--- config.mk ---
export PLATFORM = sky130hd
export DESIGN_NAME = fifo_access_arb
export DESIGN_NICKNAME = d
export VERILOG_FILES = /design/src/rtl/fifo_arb_pkg.sv /design/src/rtl/rr_arbiter.sv /design/src/rtl/fifo_access_arb.sv
export SDC_FILE = /design/constraint.sdc
export NUM_CORES = 1
export LEC_CHECK = 0
export BUFFER_PORTS_ARGS = -buffer_cell sky130_fd_sc_hd__buf_2
export CAP_MARGIN = 20
export CORE_UTILIZATION = 32
export DETAILED_ROUTE_END_ITERATION = 7
export PLACE_DENSITY = 0.85
export SLEW_MARGIN = 20
export SYNTH_ARGS = -nofsm -noshare
export SYNTH_HDL_FRONTEND = slang
export SYNTH_SLANG_ARGS = --single-unit
--- constraint.sdc ---
create_clock -name clk -period 3.3 [get_ports clk]
set_input_delay 0.33 -clock clk [delete_from_list [all_inputs] [get_ports clk]]
set_output_delay 0.33 -clock clk [all_outputs]
set_load 0.005 [all_outputs]
--- src/rtl/fifo_arb_pkg.sv ---
// Shared types and helpers for the FIFO access arbiter.
package fifo_arb_pkg;

  typedef enum logic [1:0] {
    ARB_IDLE = 2'd0,
    ARB_WR   = 2'd1,
    ARB_RD   = 2'd2
  } arb_dir_e;

  localparam int MAX_CLIENTS = 8;

  // Pointer width for an index in 0..n-1; never narrower than one bit.
  function automatic int ptr_w(input int n);
    return (n <= 1) ? 1 : $clog2(n);
  endfunction

endpackage

--- src/rtl/rr_arbiter.sv ---
// Round-robin arbiter: lowest requesting index at or after the pointer wins;
// the pointer moves past the winner only when the grant is actually taken.
module rr_arbiter
  import fifo_arb_pkg::*;
#(
  parameter int N = 2
) (
  input  logic         clk,
  input  logic         rst,
  input  logic [N-1:0] req,
  input  logic         advance,
  output logic [N-1:0] gnt
);

  localparam int PW = ptr_w(N);

  logic [PW-1:0] ptr_reg;
  logic [PW-1:0] ptr_next;
  logic [PW-1:0] win_idx;
  logic          found;

  always_comb begin
    gnt     = '0;
    win_idx = '0;
    found   = 1'b0;
    for (int k = 0; k < N; k++) begin
      if (!found && req[(int'(ptr_reg) + k) % N]) begin
        found                          = 1'b1;
        gnt[(int'(ptr_reg) + k) % N]   = 1'b1;
        win_idx                        = PW'((int'(ptr_reg) + k) % N);
      end
    end
  end

  always_comb begin
    ptr_next = ptr_reg;
    if (advance && found) begin
      ptr_next = (win_idx == PW'(N - 1)) ? '0 : win_idx + 1'b1;
    end
  end

  always_ff @(posedge clk or negedge rst) begin
    if (!rst) begin
      ptr_reg <= '0;
    end else begin
      ptr_reg <= ptr_next;
    end
  end

endmodule

--- src/rtl/fifo_access_arb.sv ---
// Shares one FIFO between N_WR producers and N_RD consumers, issuing at most
// one write or read per cycle with burst-limited fairness between directions.
module fifo_access_arb
  import fifo_arb_pkg::*;
#(
  parameter int DATA_W = 16,
  parameter int N_WR   = 2,
  parameter int N_RD   = 2,
  parameter int BURST  = 4
) (
  input  logic                     clk,
  input  logic                     rst,
  input  logic [N_WR-1:0]          wr_req,
  input  logic [N_WR*DATA_W-1:0]   wr_data,
  output logic [N_WR-1:0]          wr_gnt,
  input  logic [N_RD-1:0]          rd_req,
  output logic [N_RD-1:0]          rd_gnt,
  output logic [N_RD-1:0]          rd_valid,
  output logic [DATA_W-1:0]        rd_data,
  output logic                     fifo_en,
  output logic                     fifo_wen,
  output logic                     fifo_ren,
  output logic [DATA_W-1:0]        fifo_din,
  input  logic [DATA_W-1:0]        fifo_dout,
  input  logic                     fifo_full,
  input  logic                     fifo_empty,
  output logic [1:0]               arb_state
);

  localparam int BW = ptr_w(BURST + 1);

  arb_dir_e             state_reg;
  arb_dir_e             state_next;
  arb_dir_e             dir;
  logic [BW-1:0]        burst_cnt_reg;
  logic [BW-1:0]        burst_cnt_next;
  logic                 we;
  logic                 re;
  logic                 wr_sel;
  logic                 rd_sel;
  logic [N_WR-1:0]      wr_arb_gnt;
  logic [N_RD-1:0]      rd_arb_gnt;
  logic [N_RD-1:0]      rd_valid_reg;
  logic [DATA_W-1:0]    din_terms [N_WR];

  assign we = (|wr_req) && !fifo_full;
  assign re = (|rd_req) && !fifo_empty;

  // Direction is forced idle during reset so no strobe escapes while rst is low.
  always_comb begin
    dir = ARB_IDLE;
    if (we && re) begin
      case (state_reg)
        ARB_WR:  dir = (burst_cnt_reg < BW'(BURST)) ? ARB_WR : ARB_RD;
        ARB_RD:  dir = (burst_cnt_reg < BW'(BURST)) ? ARB_RD : ARB_WR;
        default: dir = ARB_RD;
      endcase
    end else if (we) begin
      dir = ARB_WR;
    end else if (re) begin
      dir = ARB_RD;
    end
    if (!rst) begin
      dir = ARB_IDLE;
    end
  end

  always_comb begin
    state_next     = dir;
    burst_cnt_next = '0;
    if (dir == ARB_IDLE) begin
      burst_cnt_next = '0;
    end else if (dir == state_reg) begin
      burst_cnt_next = (burst_cnt_reg == BW'(BURST)) ? burst_cnt_reg
                                                      : burst_cnt_reg + 1'b1;
    end else begin
      burst_cnt_next = BW'(1);
    end
  end

  always_ff @(posedge clk or negedge rst) begin
    if (!rst) begin
      state_reg     <= ARB_IDLE;
      burst_cnt_reg <= '0;
      rd_valid_reg  <= '0;
    end else begin
      state_reg     <= state_next;
      burst_cnt_reg <= burst_cnt_next;
      rd_valid_reg  <= rd_gnt;
    end
  end

  assign wr_sel = (dir == ARB_WR);
  assign rd_sel = (dir == ARB_RD);

  rr_arbiter #(.N(N_WR)) u_wr_arb (
    .clk     (clk),
    .rst     (rst),
    .req     (wr_req),
    .advance (wr_sel),
    .gnt     (wr_arb_gnt)
  );

  rr_arbiter #(.N(N_RD)) u_rd_arb (
    .clk     (clk),
    .rst     (rst),
    .req     (rd_req),
    .advance (rd_sel),
    .gnt     (rd_arb_gnt)
  );

  assign wr_gnt = wr_sel ? wr_arb_gnt : '0;
  assign rd_gnt = rd_sel ? rd_arb_gnt : '0;

  genvar gi;
  generate
    for (gi = 0; gi < N_WR; gi++) begin : g_din
      assign din_terms[gi] = wr_gnt[gi] ? wr_data[gi*DATA_W +: DATA_W] : '0;
    end
  endgenerate

  always_comb begin
    fifo_din = '0;
    for (int i = 0; i < N_WR; i++) begin
      fifo_din = fifo_din | din_terms[i];
    end
  end

  assign fifo_wen  = wr_sel;
  assign fifo_ren  = rd_sel;
  assign fifo_en   = wr_sel | rd_sel;
  assign rd_valid  = rd_valid_reg;
  assign rd_data   = fifo_dout;
  assign arb_state = state_reg;

endmodule

==> reports/qor.yml, run 1 <==
antenna_cells: 0
grt_first_pass_wirelength_mm: 3.739
hold_start: "rd_req[1]"
ir_worst_vdd_mv: 0.2665
synth_compound_area_frac: 0.2388
fp-row-count: 17
yosys.area.top_type_share: 0.2791
yosys_warnings: 0
cp_top_family: "simple AND/OR/NAND/NOR gates"
finalNonFillerCells: 175
synth_top_family_by_area: "compound AO/OA/AOI/OAI gates"
io-pin-count: 99
grt_pass1_vias: 837
cp-start-kind: "flop"
die_w_um: 52.22
wl_per_cell_um: 14.13
worst_pin_slew_ns: 0.2628
crit_top_cell: "ha_1"
crit_required_ns: 2.97
grt_max_degree: 18
p_per_area_mw_per_mm2: 286.2
crit_arrival_ns: 2.75
detailedPlace.worstSlack_ns: 0.5297
post_cts_resized: 0
cp_slowest_cell: "or4_1"
fp.dieArea_mm2: 0.002727
tns_ns: 0
rrSetupSlack_ns: 1.21
slowest_delay_ns: 0.42
path_class: "reg -> out"
fp.coreArea_mm2: 0.002297
fmax_ghz: 0.3243
crit_chain: "inv_1, ha_1, mux2_1, or4_1, nand3_2, ha_1, nand2_1, a21oi_1, buf_4, a22o_1, buf_2"
cts_max_level: 1
reg2regPathDepth: 9
drv_slew: 0
antenna_found_initial: 0
ys_ff_latch: 9
die_h_um: 52.22
maxSlewHeadroom: 0.8236
period_needed_ns: 3.084
outcome: "complete, no violations"
drcViolationCount: 0
min_path_type: "in -> reg"
syn2layout_area_growth_pct: 36.90
clk_latency_ns: 0.27
maxCapViolCount: 0
synth-seq-area-share: 0.2791
startpoint: "arb_state[1]"
antenna_left: 0
placed_area_mm2: 0.001067
muxShareOfSynthArea: 0.03876
synth_nets: 154
dp.cells: 170
drive_gt1_frac: 0.5034
syn_avg_cell_area_um2: 8.868
route.vias.total: 839
clock_sinks: 9
gp_congestion: 0.7823
synthTopCellsByArea: "dfrtp_1, a22o_1, buf_4"
clkTransAtPathRegs_ns: 0.08
synthAdderAreaFrac: 0.1085
post-dp-hpwl_mm: 2.128
worst-path-stages: 11
netlist_instances: 91
synth_xor_area_frac: 0.03256
yosys.area_share.simple: 0.1023
period_share: 0.9344
hold_slack_ns: 0.2770
stdcell_area_mm2: 0.001105
clock_path_buffers: 2
grt.total_usage: 0.1899
path_buf_inv: 3
p_leak_nw: 0.6636
cts_tree: "yes"
rr_startpoint: "arb_state[1]"
synth_area_leader_cell: "dfrtp_1"
via_per_inst: 4.794
drtIter0Drc: 8
fin_worst_skew_ns: 0.01146
power.total_uw: 316.2
cts_made_buffers: 3
grt-ovfl-total: 0
io_buffers: 66
cts-root-buf: "clkbuf_4"
setup_ws_ns: 0.2164
cp_max_fo: 17
syn_area_um2: 807.0
fill_cells: 248
layout_commonest_cell: "buf_2"
post-route-util: 0.4809
critPathCapture: "fifo_din[12]"
setup_viol: 0
hold_violations: 0
rsz0062_at_grt: "no"
end_kind: "output port"
fin_nets: 211
drt-total-wl_mm: 2.473
synth_cell_type_count: 19
dr.pass1.iters: 3
final_cell_mix: "buf_2, a22o_1, inv_1, dfrtp_1"
initial_utilization: 0.3513
-- routing by layer --
layer	GRT usage	part of all wire	wire length, um
met1	0.2425	0.42	1028
met2	0.2906	0.50	1237
met3	0.08406	0.079	195
met4	0.04825	0.0044	11
met5	0	0	0
-- synth_stat cells --
| library cell | number |
|---|---|
| o21ai_0 | 3 |
| nand3b_1 | 1 |
| ha_1 | 7 |
| buf_4 | 16 |
| a21oi_1 | 4 |
| nor4_1 | 2 |
| dfrtp_1 | 9 |
| inv_1 | 9 |
| xnor2_1 | 3 |
| nand2_1 | 7 |
| mux2i_1 | 2 |
| clkbuf_1 | 2 |
| or4_1 | 1 |
| a22o_1 | 16 |
| o311ai_1 | 1 |
| mux2_1 | 1 |
| o31a_1 | 1 |
| nand3_2 | 1 |
| nor2_1 | 5 |
-- worst min path at each step --
stage / end / slack (ns) / depth (start not counted)
after floorplan: asynchronous set/reset pin / 0.03 / 0
after detailed placement: burst_cnt_reg[2] / 0.21 / 1
after global placement: burst_cnt_reg[2] / 0.20 / 1
after global routing: rd_valid[0] / 0.26 / 2
after CTS: rd_valid[0] / 0.27 / 2
final: rd_valid[0] / 0.28 / 2
-- power by group --
group / switching [mW] / leakage [nW] / internal, mW
Sequential: 0.0113 / 0.119 / 0.123
Clock: 0.0452 / 0.0177 / 0.0448
Combinational: 0.0448 / 0.526 / 0.0472
Total: 0.101 / 0.664 / 0.215
-- worst register-to-register path: cells and delay by family (launching register included) --
kind,cells,cell delay [ns]
and+or+nand+nor,4,0.70
AOI/OAI and AO/OA,1,0.09
buffers and inverters,1,0.06
muxes,1,0.30
DFF,1,0.41
adders and majority gates,2,0.39
-- timing repair --
| item | CTS | global route |
|---|---|---|
| setup endpoints to repair | 0 | 0 |
| buffers inserted | 0 | 0 |
| hold buffers | 1 | 0 |
| endpoints found under the hold margin | 9 | 0 |
-- cell type report --
| cell class | count | area [um2] | area share |
|---|---|---|---|
| timing repair buffer | 70 | 362.8 | 0.3284 |
| inverter | 9 | 33.78 | 0.03058 |
| clock buffer | 3 | 22.52 | 0.02039 |
| tap | 28 | 35.03 | 0.03171 |
| clock inverter | 1 | 5.005 | 0.004530 |
| multi-input combinational | 55 | 420.4 | 0.3805 |
| sequential | 9 | 225.2 | 0.2039 |
-- kinds of logic (layout without fill, tap and decap cells) --
group / Yosys count / count (layout)
compound gates: 25 / 25
mux: 3 / 3
flops: 9 / 9
xor+xnor: 3 / 3
fa+ha+maj: 7 / 7
simple gates: 17 / 17
buf+inv: 27 / 83
No activity file was read; power rests on OpenSTA's default activity.
==> run 2: changes to the inputs <==
--- a/config.mk
+++ b/config.mk
@@ -7,10 +7,11 @@
 export LEC_CHECK = 0
 export BUFFER_PORTS_ARGS = -buffer_cell sky130_fd_sc_hd__buf_2
 export CAP_MARGIN = 20
-export CORE_UTILIZATION = 32
+export CORE_UTILIZATION = 33
 export DETAILED_ROUTE_END_ITERATION = 7
-export PLACE_DENSITY = 0.85
+export PLACE_DENSITY = 0.86
 export SLEW_MARGIN = 20
 export SYNTH_ARGS = -nofsm -noshare
 export SYNTH_HDL_FRONTEND = slang
+export SYNTH_HIERARCHICAL = 1
 export SYNTH_SLANG_ARGS = --single-unit
==> reports/qor.yml, run 2 <==
synth_cell_type_count: 23  # was 19
switching_power_uw: 98.69  # was 101.2 uW
cts_tree: "yes"  # unchanged
dr.pass1.iters: 4  # was 3
period_share: 0.9278  # was 0.9344
synth-seq-area-share: 0.2683  # was 0.2791
fp-row-count: 17  # unchanged
syn_area_um2: 839.6  # was 807.0 um2
synthAdderAreaFrac: 0.1043  # was 0.1085
tns_ns: 0  # unchanged
crit_arrival_ns: 2.73  # was 2.75 ns
crit_required_ns: 2.97  # about the same
min_path_type: "in -> reg"  # unchanged
initial_utilization: 0.3655  # was 0.3513
yosys.area_share.simple: 0.1013  # was 0.1023
grt_first_pass_wirelength_mm: 3.243  # was 3.739 mm
grt-ovfl-total: 0  # unchanged
p_seq_frac: 0.425  # was 0.424
fp.dieArea_mm2: 0.002750  # was 0.002727 mm2
yosys_warnings: 6  # was 0
drtIter0Drc: 19  # was 8
layout_commonest_cell: "buf_2"  # unchanged
post-dp-hpwl_mm: 1.982  # was 2.128 mm
placed_area_mm2: 0.001077  # was 0.001067 mm2
cp-start-kind: "flop"  # unchanged
maxSlewHeadroom: 0.7802  # was 0.8236
cts_made_buffers: 3  # unchanged
end_kind: "output port"  # unchanged
grt_max_degree: 18  # unchanged
yosys.area.top_type_share: 0.2683  # was 0.2791
io_buffers: 66  # unchanged
p_comb_frac: 0.302  # was 0.291
path_class: "reg -> out"  # unchanged
grt_pass1_vias: 740  # was 837
synthTopCellsByArea: "dfrtp_1, a22o_1, buf_4"  # unchanged
cts-root-buf: "clkbuf_4"  # unchanged
antenna_left: 0  # unchanged
seqCellArea_um2: 225.2  # unchanged
synth_area_leader_cell: "dfrtp_1"  # unchanged
cts_max_level: 1  # unchanged
maxCapViolCount: 0  # unchanged
period_needed_ns: 3.062  # was 3.084 ns
finalNonFillerCells: 173  # was 175
syn2layout_area_growth_pct: 33.08  # was 36.90%
fp.coreArea_mm2: 0.002297  # unchanged
multi_input_area_um2: 447.9  # was 420.4 um2
rsz0062_at_grt: "no"  # unchanged
clk_latency_ns: 0.27  # about the same
worst_pin_slew_ns: 0.3246  # was 0.2628 ns
synthTopCellsByCount: "a22o_1, buf_4, dfrtp_1, inv_1, ha_1"  # was a22o_1, buf_4, dfrtp_1, inv_1
outcome: "complete, no violations"  # unchanged
synthFlopType: "dfrtp_1"  # unchanged
synthArstFlopShare: 1.000  # unchanged
setup_viol: 0  # unchanged
synth_compound_area_frac: 0.2563  # was 0.2388
die_h_um: 52.44  # was 52.22 um
route.vias.total: 848  # was 839
fin_worst_skew_ns: 0.001162  # was 0.01146 ns
antenna_cells: 0  # unchanged
p_per_area_mw_per_mm2: 284.7  # was 286.2 mW/mm2
clock_sinks: 9  # unchanged
grt.total_usage: 0.1599  # was 0.1899
swShare: 0.3102  # was 0.3202
p_leak_nw: 0.6659  # was 0.6636 nW
clkTransAtPathRegs_ns: 0.06  # was 0.08 ns
synth_nets: 156  # was 154
drt-total-wl_mm: 2.349  # was 2.473 mm
muxShareOfSynthArea: 0.03726  # was 0.03876
pwr-share-clk: 0.273  # was 0.285
stdcell_area_mm2: 0.001117  # was 0.001105 mm2
syn_avg_cell_area_um2: 9.027  # was 8.868 um2
ir_worst_vdd_mv: 0.1816  # was 0.2665 mV
dp.cells: 168  # was 170
netlist_instances: 93  # was 91
clock_path_buffers: 2  # unchanged
synth_edf_count: 0  # unchanged
drv_slew: 0  # unchanged
drive_gt1_frac: 0.5103  # was 0.5034
final_cell_mix: "buf_2, a22o_1, inv_1, dfrtp_1, ha_1"  # was buf_2, a22o_1, inv_1, dfrtp_1
drcViolationCount: 0  # unchanged
io-pin-count: 99  # unchanged
cp_max_fo: 17  # unchanged
fill_cells: 227  # was 248
wl_per_cell_um: 13.58  # was 14.13 um
gp_congestion: 0.7378  # was 0.7823
antenna_found_initial: 0  # unchanged
synth_xor_area_frac: 0.03130  # was 0.03256
power.internal_uw: 219.4  # was 214.9 uW
fin_nets: 209  # was 211
die_w_um: 52.44  # was 52.22 um
synth_top_family_by_area: "compound AO/OA/AOI/OAI gates"  # unchanged
hold_violations: 0  # unchanged
fmax_ghz: 0.3266  # was 0.3243 GHz
via_per_inst: 4.902  # was 4.794
ys_ff_latch: 9  # unchanged
## run 2: changes by cell type after synthesis, sizes merged
| cell | before | now |
|---|---|---|
| and2 | 0 | 4 |
| clkbuf | 2 | 4 |
| o21ai | 3 | 1 |
| a21boi | 0 | 4 |
| a31oi | 0 | 2 |
| a21oi | 4 | 2 |
| nand2 | 7 | 1 |
## run 2: path summary, 6_finish.rpt
path | slack (ns) | cells past startpoint | end | start
min | 0.27 | 2 | flop | rd_req[1]
min reg2reg | 0.51 | 1 | flop | flop
min in group asynchronous | 0.45 | 2 | burst_cnt_reg[0] | rst
max | 0.24 | 9 | fifo_din[0] | arb_state[0]
max reg2reg | 1.13 | 9 | flop | arb_state[0]
max in group asynchronous | 2.65 | 2 | burst_cnt_reg[1] | rst
## run 2: logic make-up (layout without fill, tap and decap cells)
kind of cell | count (synthesis) | in the layout
fa+ha+maj | 7 | 7
mux | 3 | 3
xor+xnor | 3 | 3
compound gates | 27 | 27
flops | 9 | 9
buf+inv | 29 | 81
simple gates | 15 | 15
## run 2: stage by stage
stage	total power [mW]	worst slack (ns)	hold WS, ns	util
final	0.3181	0.2383	0.2705	0.4864
after global routing	0.3441	0.09969	0.2728	0.4864
after CTS	0.3213	0.05806	0.2647	0.4853
after detailed placement	0.2326	0.3627	0.2065	0.4690
after global placement	0.2271	0.5257	0.2024	0.4690
after floorplan	0.1986	0.4548	0.03441	-
## run 2: area by class of cell
| type | instances | share of cell area |
|---|---|---|
| sequential | 9 | 0.2016 |
| clock buffer | 3 | 0.02016 |
| multi-input combinational | 55 | 0.4009 |
| tap | 28 | 0.03136 |
| inverter | 9 | 0.03024 |
| timing repair buffer | 68 | 0.3113 |
| clock inverter | 1 | 0.004479 |
## run 2: what timing repair did
item                                    CTS  global route
buffers inserted                          0             0
hold buffers                              1             0
hold endpoints to repair                  9             0
endpoints found under the setup margin    0            16
gates resized for setup                   0             2
## run 2: per-layer routing
layer | vias up | track usage | part of all wire
met4 | 0 | 0.06579 | 0.037
met2 | 33 | 0.2405 | 0.47
met5 | - | 0 | 0
met1 | 380 | 0.2060 | 0.43
li1 | 422 | - | -
met3 | 13 | 0.05507 | 0.067
## run 2: worst max-delay path: stages (launching register included)
cell     delay, ns
dfrtp_1       0.42
inv_1         0.06
ha_1          0.21
mux2_1        0.27
or4_1         0.43
nand3_2       0.14
ha_1          0.23
and2_2        0.36
a22o_1        0.21
buf_2         0.11
## run 2: power groups by stage
| stage | sequential, mW | clock (mW) | combinational, mW |
|---|---|---|---|
| 6_report | 0.135 | 0.0868 | 0.0962 |
| 2_1_floorplan | 0.135 | 0 | 0.0640 |
| 3_3_place_gp | 0.136 | 0 | 0.0914 |
| 4_1_cts | 0.135 | 0.0895 | 0.0968 |
| 3_5_place_dp | 0.137 | 0 | 0.0953 |
| 5_1_grt | 0.137 | 0.0990 | 0.108 |
